[src/rtl/io_pkg.sv]
// Shared constants for the CPU IO bus blocks: write modes, default base
// word index and the address field positions.
package io_pkg;

  // Write-mode encodings carried in addr[9:8]
  localparam logic [1:0] MODE_WR  = 2'b00;
  localparam logic [1:0] MODE_SET = 2'b01;
  localparam logic [1:0] MODE_CLR = 2'b10;
  localparam logic [1:0] MODE_TGL = 2'b11;

  // Word index of the first output port
  localparam int DEFAULT_BASE_IDX = 32;

  // Address field positions
  localparam int IDX_LSB  = 2;
  localparam int IDX_MSB  = 7;
  localparam int MODE_LSB = 8;
  localparam int MODE_MSB = 9;

endpackage

[src/rtl/io_pulse_timer.sv]
// One-shot pulse timer: a loadable down-counter that saturates at zero.
// pulse_out is high while the count is non-zero, so loading L gives L cycles
// of pulse starting the cycle after the load edge. Loading 0 cancels.
module io_pulse_timer import io_pkg::*; #(
  parameter int PULSE_W = 16
) (
  input  logic               io_clk,
  input  logic               clrn,
  input  logic               load,
  input  logic [PULSE_W-1:0] load_val,
  output logic [PULSE_W-1:0] count,
  output logic               pulse_out
);

  // Reset beats load, load beats decrement (a reload skips that cycle's decrement)
  always_ff @(posedge io_clk) begin
    if (!clrn) begin
      count <= '0;
    end else if (load) begin
      count <= load_val;
    end else if (count != '0) begin
      count <= count - 1'b1;
    end
  end

  assign pulse_out = (count != '0);

endmodule

[src/rtl/io_output_bank.sv]
// Memory-mapped output register bank on the single-cycle CPU IO bus.
// N_PORTS registers with write/set/clear/toggle aliases, per-port write
// strobes, a one-shot pulse timer and registered readback.
//
// Read handshake: read_io_enable is sampled at the rising edge; in the
// following cycle dataout carries the read data and read_valid is high for
// exactly that one cycle. There is no backpressure; dataout holds its last
// value (and read_valid is low) in cycles without a read.
module io_output_bank import io_pkg::*; #(
  parameter int N_PORTS  = 3,
  parameter int DATA_W   = 32,
  parameter int BASE_IDX = DEFAULT_BASE_IDX,
  parameter int PULSE_W  = 16
) (
  input  logic                      io_clk,
  input  logic                      clrn,
  input  logic [31:0]               addr,
  input  logic [DATA_W-1:0]         datain,
  input  logic                      write_io_enable,
  input  logic                      read_io_enable,
  output logic [N_PORTS*DATA_W-1:0] out_port,
  output logic [DATA_W-1:0]         dataout,
  output logic                      read_valid,
  output logic [N_PORTS-1:0]        port_wr_strobe,
  output logic                      pulse_out
);

  localparam logic [5:0] PULSE_IDX = 6'(BASE_IDX + N_PORTS);

  if (N_PORTS < 1 || N_PORTS > 16 || BASE_IDX + N_PORTS > 63 || PULSE_W > DATA_W)
  begin : g_param_error
    $error("io_output_bank: illegal parameter combination");
  end

  logic [5:0]         word_idx;
  logic [1:0]         mode;
  logic               unused_addr_bits;
  logic [DATA_W-1:0]  port_val [N_PORTS];
  logic [PULSE_W-1:0] pulse_count;
  logic               pulse_load;
  logic [DATA_W-1:0]  rd_data;

  assign word_idx         = addr[IDX_MSB:IDX_LSB];
  assign mode             = addr[MODE_MSB:MODE_LSB];
  assign unused_addr_bits = ^{addr[31:10], addr[1:0]};

  // Port registers, one per generate iteration
  for (genvar i = 0; i < N_PORTS; i++) begin : g_port
    localparam logic [5:0] MY_IDX = 6'(BASE_IDX + i);
    logic              hit;
    logic [DATA_W-1:0] q;
    logic              stb_q;

    assign hit = write_io_enable && (word_idx == MY_IDX);

    // Apply the addressed write mode and raise the strobe for one cycle
    always_ff @(posedge io_clk) begin
      if (!clrn) begin
        q     <= '0;
        stb_q <= 1'b0;
      end else begin
        stb_q <= hit;
        if (hit) begin
          case (mode)
            MODE_WR:  q <= datain;
            MODE_SET: q <= q | datain;
            MODE_CLR: q <= q & ~datain;
            MODE_TGL: q <= q ^ datain;
          endcase
        end
      end
    end

    assign port_val[i]                      = q;
    assign out_port[i*DATA_W +: DATA_W]     = q;
    assign port_wr_strobe[i]                = stb_q;
  end

  // Only a plain write reaches the pulse register; alias modes are dropped
  assign pulse_load = write_io_enable && (word_idx == PULSE_IDX) && (mode == MODE_WR);

  io_pulse_timer #(.PULSE_W(PULSE_W)) u_pulse (
    .io_clk    (io_clk),
    .clrn      (clrn),
    .load      (pulse_load),
    .load_val  (datain[PULSE_W-1:0]),
    .count     (pulse_count),
    .pulse_out (pulse_out)
  );

  // Readback mux over current (pre-write) register state; unmapped reads 0
  always_comb begin
    rd_data = '0;
    for (int i = 0; i < N_PORTS; i++) begin
      if (word_idx == 6'(BASE_IDX + i)) rd_data = port_val[i];
    end
    if (word_idx == PULSE_IDX) rd_data[PULSE_W-1:0] = pulse_count;
  end

  // Register the read data and its one-cycle valid flag
  always_ff @(posedge io_clk) begin
    if (!clrn) begin
      dataout    <= '0;
      read_valid <= 1'b0;
    end else begin
      read_valid <= read_io_enable;
      if (read_io_enable) dataout <= rd_data;
    end
  end

endmodule

[config.mk]
export PLATFORM = sky130hd
export DESIGN_NAME = io_output_bank
export DESIGN_NICKNAME = d
export VERILOG_FILES = /design/src/rtl/io_pkg.sv /design/src/rtl/io_pulse_timer.sv /design/src/rtl/io_output_bank.sv
export SDC_FILE = /design/constraint.sdc
export NUM_CORES = 1
export LEC_CHECK = 0
export ABC_AREA = 1
export CORE_ASPECT_RATIO = 0.75
export CORE_MARGIN = 1.5
export CORE_UTILIZATION = 45
export DETAILED_ROUTE_END_ITERATION = 10
export PLACE_DENSITY_LB_ADDON = 0.2
export SYNTH_ARGS = -nofsm -noshare
export SYNTH_HDL_FRONTEND = slang
export SYNTH_SLANG_ARGS = --single-unit
[constraint.sdc]
create_clock -name io_clk -period 2 [get_ports io_clk]
set_clock_uncertainty 0.05 [all_clocks]
set_input_delay 0.2 -clock io_clk [delete_from_list [all_inputs] [get_ports io_clk]]
set_output_delay 0.2 -clock io_clk [all_outputs]
set_load 0.005 [all_outputs]
### Yosys cells after proc, flatten, opt, wreduce, memory -nomap -nowiden

Index checks and enable logic that the tools add are counted.

| storage, ports and cells | value |
|---|---|
| bits in registers | 148 |
| input port bits | 68 |
| logic and storage cells | 44 |
| output and inout bits | 133 |

| cells by class | value |
|---|---|
| reduce and logical (&&, ||, !) cells | 8 |
| $add $sub $neg | 1 |
| muxes and demuxes | 9 |
| bitwise logic cells | 10 |
| equal/unequal tests | 7 |

Operators with widths:

| operator | count |
|---|---|
| 32-bit one-hot mux with 4 select lines | 3 |
| 32-bit bitwise AND | 3 |
| 32-bit two-way mux | 3 |
| 32-bit OR | 3 |
| 32-bit XOR | 3 |
| 16-bit two-way mux | 3 |
| 32-bit NOT | 1 |
| 6-bit equality test (second input constant) | 4 |
| 16-bit nonzero test | 1 |
| 16-bit by 1-bit subtractor with 16-bit output (second input constant) | 1 |
| 1-bit logical AND | 5 |
| 2-bit equality test (second input constant) | 2 |
| 2-bit by 1-bit equality test with 1-bit output (second input constant) | 1 |
| 2-bit logical NOT | 1 |
| 2-bit nonzero test | 1 |

### Longest topological paths before layout

Gate-level depths: netlist of the first run.

| logic depth | value |
|---|---|
| depth in word-level cells | 5 |
| mapped depth | 10 |
| gate-level depth less buffers | 10 |

### Modules after synthesis

A second synthesis of the first run with hierarchy kept.

| second synthesis, totals | value |
|---|---|
| cell total of the unflattened synthesis | 1591 |
| area total of the unflattened synthesis | 11223.3 um^2 |

Modules (own cells, without submodules):

| module | times used | sequential area each (um^2) | cells each | area each (um^2) |
|---|---|---|---|---|
| io_output_bank | 1 | 2642.5 | 1420 | 10156.0 |
| io_pulse_timer | 1 | 320.3 | 171 | 1067.3 |

### Worst setup path before layout of the first run

OpenSTA, ideal clock, no wires.

| timing path | value |
|---|---|
| kind | register to register |
| start | register u_pulse.count[0] |
| end | register u_pulse.count[14] |
| arrival time | 1264 ps |
| setup time | 126 ps |
| clock period less this slack | 1440 ps |
| slack | 560 ps |
| buffers on the path | 0 |
| cell stages (with the launch flop) | 10 |
| data required time | 1824 ps |
| path through | dfxtp_1 -> inv_1 -> ha_1 -> nand2_1 -> nor2_1 -> nand3_1 -> nand2_1 -> nand3_1 -> o21ai_1 -> nor2_1 |

| on the way | value |
|---|---|
| word-level cells in the longest chain between the ends | 3 |
| elaborated cells on any way between the ends | 5 |
| classes of those cells | add/sub (1); mux (2); reduce/logical (2) |

RTL lines:

| what | RTL line | text |
|---|---|---|
| start, declared | io_pulse_timer.sv:11 | `output logic [PULSE_W-1:0] count,` |
| start signal, assigned | io_pulse_timer.sv:20 | `count <= load_val;` |
| start signal, assigned | io_pulse_timer.sv:22 | `count <= count - 1'b1;` |
| 16-bit by 1-bit subtractor with 16-bit output | io_pulse_timer.sv:22 |  |
| 16-bit two-way mux | io_pulse_timer.sv:21 | `end else if (count != '0) begin` |
| 16-bit two-way mux | io_pulse_timer.sv:19 | `end else if (load) begin` |

Several ways; a longest one is shown, not always the timed one. The select of a mux whose other input is x is not followed.
A chain may end at the register's enable or synchronous reset.

### Worst setup path after layout of the first run

| timing path | value |
|---|---|
| start | register u_pulse.count[0] |
| end | output pulse_out |

| on the way | value |
|---|---|
| word-level cells in the longest chain between the ends | 1 |

RTL lines:

| what | RTL line | text |
|---|---|---|
| 16-bit nonzero test | io_pulse_timer.sv:26 | `assign pulse_out = (count != '0);` |
| end, declared | io_output_bank.sv:25 | `output logic pulse_out` |

Every way passes these cells.

==> impl_results.md, run 1 <==
- Run status: complete, no violations
- Hold Crit Class: in2reg
- # DRC: 0
- Total GRT Usage: 0.2721
- Vias in the first global route: 10090
- I/O Buffers: 176
- Async set or reset register ratio after synthesis: 0
- Chip width: 183.2 um
- Sequential share of the synthesized area: 0.2703
- Synth Instances: 1502
- CP top delay family: simple AND/OR/NAND/NOR gates
- CP startpoint: u_pulse.count[0]
- Worst path arrival time: 1.64 ns
- Starting Density: 0.4573
- Clock Tree Buf Depth: 2
- Syn_nets: 1763
- Hold Slack: 0.2049 ns
- Aggregate routed wire length: 34.43 mm
- Setup WS post-layout: 0.1104 ns
- Commonest non-fill, non-tap cell in the layout: nand2_1
- Root buffer cell: clkbuf_16
- CTS clk-pin slew, worst paths: 0.07 ns
- CP required: 1.75 ns
- Yosys top cell area share: 0.2703
- Unrepaired setup endpoints after global routing: no
- Most used DFF post-synth: dfxtp_1
- I/O pins: 201
- Hold-fix buffers at CTS: 0
- Skew-Pair Late Insertion Delay: 0.44 ns
- CTS tree: done
- VDD IR max: 0.5942 mV
- Std-Cell Rows: 49
- Dpl cell area: 13260 sq um
- Area Overhead vs Synth: 27.15%
- Total power: 9509 uW
- Max-slew violations: 0
- Commonest non-fill, non-tap cells in the layout: 226 x nand2_1, 192 x ha_1, 173 x clkdlybuf4s50_1
- HPWL Detailed: 23.26 mm
- Layout Utilization: 0.5815
- R2R Setup Slk: 0.33 ns
- Design area: 13940 sq um
- First-pass GRT wire length: 55.05 mm
- N_diodes: 0
- Final min period: 1.890 ns
- Fillers: 2184
- Initial DRC Count: 927
- Dominant cells by area after synthesis: dfxtp_1 27%, ha_1 22%, nand2_1 7.9%, o21ai_0 6.1%, a21oi_1 6.1%
- Initial antenna violation count: 0
- Critical path class: reg2out
- Antenna Nets Post-Route: 0
- Avg Cell Area, Syn: 7.299 sq um
- Worst-Margin Slew: 0.6507 ns
- Max-cap viol count: 0
- Core ar.: 23970 sq um
- FMAX: 0.5292 GHz
- Post-synth EDFFs: 0
- Die footprint: 25320 sq um
- DIE HEIGHT: 138.2 um
- Final RePlAce weighted congestion: 0.9122
- Synth warn: 0
- DRT Pass-1 Iters: 5
- Hold Startpoint: clrn
- CP Cell Sequence: inv_2, ha_4, nand2_4, nor2_4, nand3_2, inv_1, nand4_1, clkdlybuf4s15_1
- Layout cells sized above 1: 0.08074
- Worst hold path stage count: 3
- #FFs+latches synth: 148
- Fin nets: 1920
- Lkg Pwr: 0.005765 uW
- Relative slew margins: 0.5657
- Crit share post-route: 0.9448
- Pin count of the biggest net entering global routing: 61
- Gr ovfl total: 0
- Distinct cell type count after synthesis: 30
- Power density over the cells: 682.2 nW/um^2
- Min-Delay Endpoint: g_port[2].q[4]
- CP Buf/Inv Count: 3
- Post-place setup slack: -0.01817 ns
- FF-to-FF End: u_pulse.count[15]
- FF-to-FF Start: u_pulse.count[7]
- Reg2Reg Depth: 8
- Slowest cell on the critical path: dfxtp_1
- Critical Path Fanout Max: 2
- Mapped Area: 10960 sq um
- H-tree depth: 4
- Vias post-DR: 10970
- Final Hold Fails: 0
- Clock sink count: 148
- Vias per inst: 5.477
- Num CTS Buffers: 17
- Yosys top cell by area: dfxtp_1
- Worst Setup End Kind: output pin
- Avg WL per Cell: 17.19 um
- Final setup viols: 0
- Crit path largest cell delay: 0.33 ns
- Setup crit start kind: flip-flop
-- power by group --
group          internal, uW  total [uW]  switching (uW)
registers              3140        3290             152
logic                  1130        2830            1700
clock network          2000        3390            1390
-- logic make-up after synthesis --
logic type      after synthesis  synth area share
compound gates              435            0.2239
xor+xnor                      6          0.004793
fa+ha+maj                   193            0.2203
buf+inv                     254           0.09884
flops                       148            0.2703
simple gates                466            0.1819
-- synthesized netlist by cell type (4+ instances only) --
master / instances
nor3_1: 15
nor2_1: 162
a211oi_1: 31
dfxtp_1: 148
buf_2: 35
o211ai_1: 58
nand4_1: 6
a21oi_1: 133
inv_1: 155
buf_6: 6
nand2_1: 230
o21ai_0: 134
xor2_1: 6
o21ai_1: 59
nand3_1: 23
clkbuf_1: 33
buf_4: 11
nor3_2: 16
inv_2: 12
nand2_2: 4
a22oi_1: 16
a221oi_1: 4
ha_1: 193
-- layer usage --
layer / vias to the layer above / global-route usage / part of all wire
met5: - / 0 / 0
met4: 0 / 0.06471 / 0.014
met3: 42 / 0.04373 / 0.067
met2: 409 / 0.4177 / 0.44
met1: 5168 / 0.3971 / 0.48
li1: 5352 / - / -
-- metrics by stage --
stage                     instances  setup TNS [ns]
after floorplan                1502               0
after global placement         1968               0
after detailed placement       1968        -0.09029
after CTS                      2000               0
after global routing           2003               0
final                          2003               0
-- worst register-to-register path: stages (launching register included) --
cell,delay (ns)
dfxtp_1,0.34
inv_1,0.15
nand2_1,0.07
nor2_1,0.27
nand3_1,0.24
nand2_1,0.16
inv_2,0.10
nand2_1,0.07
a21oi_1,0.05
-- state kept, by name (all words and copies together), names as in the netlist --
| name | cells |
|---|---|
| u_pulse.count | 16 |
| read_valid | 1 |
| g_port.stb_q | 3 |
| g_port.q | 96 |
| dataout | 32 |
-- repair_timing --
| action | in CTS | in global routing |
|---|---|---|
| resized for setup | 9 | 10 |
| pin swaps | 0 | 5 |
| setup buffers | 0 | 3 |
| endpoints found under the setup margin | 1 | 1 |
-- worst max path at each step --
stage | to | slack [ns] | depth (start not counted)
finish | pulse_out | 0.11 | 8
global route | pulse_out | 0.03 | 8
CTS | pulse_out | 0.008 | 7
detailed placement | u_pulse.count[12] | -0.02 | 9
global placement | u_pulse.count[15] | 0.03 | 10
floorplan | u_pulse.count[14] | 0.56 | 9
-- cell type report --
type	instances	area (sq um)	area share
Multi-Input combinational cell	1100	6977	0.5005
Clock buffer	20	446.7	0.03204
Sequential cell	148	2964	0.2126
Inverter	168	630.6	0.04524
Clock inverter	12	155.1	0.01113
Timing Repair Buffer	224	2352	0.1687
Tap cell	331	414.1	0.02971
No activity file was read; power rests on OpenSTA's default activity.
==> run 2: changes to the inputs <==
- PLACE_DENSITY: default -> 0.69
- PLACE_DENSITY_LB_ADDON: 0.2 -> default
- SETUP_SLACK_MARGIN: default -> 0.2
==> impl_results.md, run 2 (same netlist as run 1, synthesis figures left out) <==
- Run status: complete, no violations
- I/O Buffers: 176 (unchanged)
- Commonest non-fill, non-tap cell in the layout: nand2_1
- Vias per inst: 5.488 (+0.19%)
- FMAX: 0.5621 GHz (+6.2%)
- Area Overhead vs Synth: 28.06%
- P_sw: 3341 uW (+2.9%)
- Initial antenna violation count: 0 (unchanged)
- Share of total power in combinational logic: 0.312 (+0.015)
- Final RePlAce weighted congestion: 0.9166 (+0.48%)
- CTS clk-pin slew, worst paths: 0.07 ns (about the same)
- Clock sink count: 148 (unchanged)
- Commonest non-fill, non-tap cells in the layout: 227 x nand2_1, 192 x ha_1, 173 x clkdlybuf4s50_1
- Fillers: 2175 (-0.41%)
- Std-Cell Rows: 49 (unchanged)
- Num CTS Buffers: 17 (unchanged)
- Antenna Nets Post-Route: 0 (unchanged)
- DRT Pass-1 Iters: 7 (+2)
- Aggregate routed wire length: 34.51 mm (+0.24%)
- Largest registers: g_port.q x96, dataout x32, u_pulse.count x16
- CP required: 1.75 ns (about the same)
- Hold-fix buffers at CTS: 0 (unchanged)
- Starting Density: 0.4573 (unchanged)
- P_int: 6378 uW (+1.8%)
- Met3 Track Usage GR: 0.04715 (+0.003425)
- Total GRT Usage: 0.2722 (about the same)
- Pin count of the biggest net entering global routing: 61 (unchanged)
- Layout Utilization: 0.5857 (+0.004176)
- Worst-Margin Slew: 0.6094 ns (-0.04129 ns)
- Crit share post-route: 0.8895 (-0.05526)
- Biggest register: g_port.q
- Switching share of power: 0.3438 (+0.002380)
- N_diodes: 0 (unchanged)
- Max-slew violations: 0 (unchanged)
- VDD IR max: 0.6854 mV (+15%)
- H-tree depth: 4 (unchanged)
- Unrepaired setup endpoints after global routing: yes
- Die footprint: 25320 sq um (unchanged)
- CTS tree: done
- Largest register FFs: 96 (unchanged)
- Total power: 9718 uW (+2.2%)
- Gr ovfl total: 0 (unchanged)
- Layer with the highest usage: met2
- Initial DRC Count: 1081 (+17%)
- Worst path arrival time: 1.53 ns (-0.11 ns)
- Layout cells sized above 1: 0.09247 (+0.01173)
- I/O pins: 201 (unchanged)
- Final setup viols: 0 (unchanged)
- Avg WL per Cell: 17.10 um (-0.50%)
- Chip width: 183.2 um (unchanged)
- Sequential fraction of design power: 0.341 (-0.005)
- Skew-Pair Late Insertion Delay: 0.44 ns (about the same)
- Met2 Usage GRT: 0.4335 (+0.01581)
- Max-cap viol count: 0 (unchanged)
- Vias post-DR: 11070 (+0.94%)
- Worst Setup End Kind: output pin
- Critical path class: reg2out
- DIE HEIGHT: 138.2 um (unchanged)
- Vias in the first global route: 10210 (+1.2%)
- Relative slew margins: 0.5933 (+0.02756)
- Final Hold Fails: 0 (unchanged)
- Hold Crit Class: in2reg
- Critical Path Fanout Max: 2 (unchanged)
- Power density over the cells: 692.2 nW/um^2 (+1.5%)
- HPWL Detailed: 23.51 mm (+1.1%)
- Setup crit start kind: flip-flop
- Final min period: 1.779 ns (-0.1105 ns)
- Clock Tree Buf Depth: 2 (unchanged)
- GR Layer Usage met1: 0.3788 (-0.01829)
- Core ar.: 23970 sq um (unchanged)
- Lkg Pwr: 0.005853 uW (+1.5%)
- Clock share of power: 0.348 (-0.008)
- Root buffer cell: clkbuf_16
- # DRC: 0 (unchanged)
- Fin nets: 1935 (+0.78%)
- First-pass GRT wire length: 54.88 mm (-0.31%)
- Final setup TNS: 0 ns (unchanged)
[run 2: critical path, cell delays in order (launching register included)]
cell and delay [ns]:
dfxtp_2 0.34, inv_2 0.08, ha_4 0.15, nand2_4 0.07, nor2_4 0.10, nand3_2 0.09
inv_1 0.06, nand4_1 0.06, buf_2 0.13
[run 2: final timing paths]
| path | depth (start not counted) | slack [ns] | end | from |
|---|---|---|---|---|
| worst max register to register | 10 | 0.34 | u_pulse.count[11] | u_pulse.count[1] |
| worst max-delay path | 8 | 0.22 | pulse_out | u_pulse.count[1] |
| worst min register to register | 2 | 0.44 | dataout[3] | dataout[3] |
| worst min-delay path | 3 | 0.12 | g_port[0].q[31] | clrn |
[run 2: final cells by class]
type | instances | area [sq um] | area share
clock buffers | 19 | 442.9 | 0.03155
clock inverters | 13 | 157.7 | 0.01123
inverters | 168 | 630.6 | 0.04492
multi-input cells | 1100 | 6992 | 0.4980
flip-flops and latches | 148 | 2968 | 0.2114
well taps | 331 | 414.1 | 0.02950
repair buffers | 239 | 2435 | 0.1734
[run 2: metal layers]
layer  vias up  wire length (um)  part of all wire
li1       5378                 -                 -
met1      5242             15970              0.46
met2       411             15490              0.45
met3        43              2535             0.073
met4         0               517             0.015
met5         -                 0                 0
[run 2: repair_timing]
item	4_1_cts	5_1_grt
endpoints found under the setup margin	9	6
resized for setup	19	7
buffers inserted	6	2
pin swaps	3	2
[run 2: power by group through the flow]
stage               combinational (uW)  clock [uW]  sequential [uW]
floorplan                         1690           0             3310
global placement                  2540           0             3340
detailed placement                2610           0             3340
CTS                               2880        3420             3280
global route                      3360        3530             3320
finish                            3030        3380             3310
[run 2: through the flow]
step,hold slack (ns),cell area [sq um],setup WS (ns),instances
final,0.1180,14040,0.2209,2018
after global routing,0.1351,14040,0.1486,2018
after CTS,0.1078,14000,0.2085,2016
after detailed placement,0.4311,13320,0.01299,1978
after global placement,0.4218,13320,0.01798,1978
after floorplan,0.2927,10960,0.5602,1502
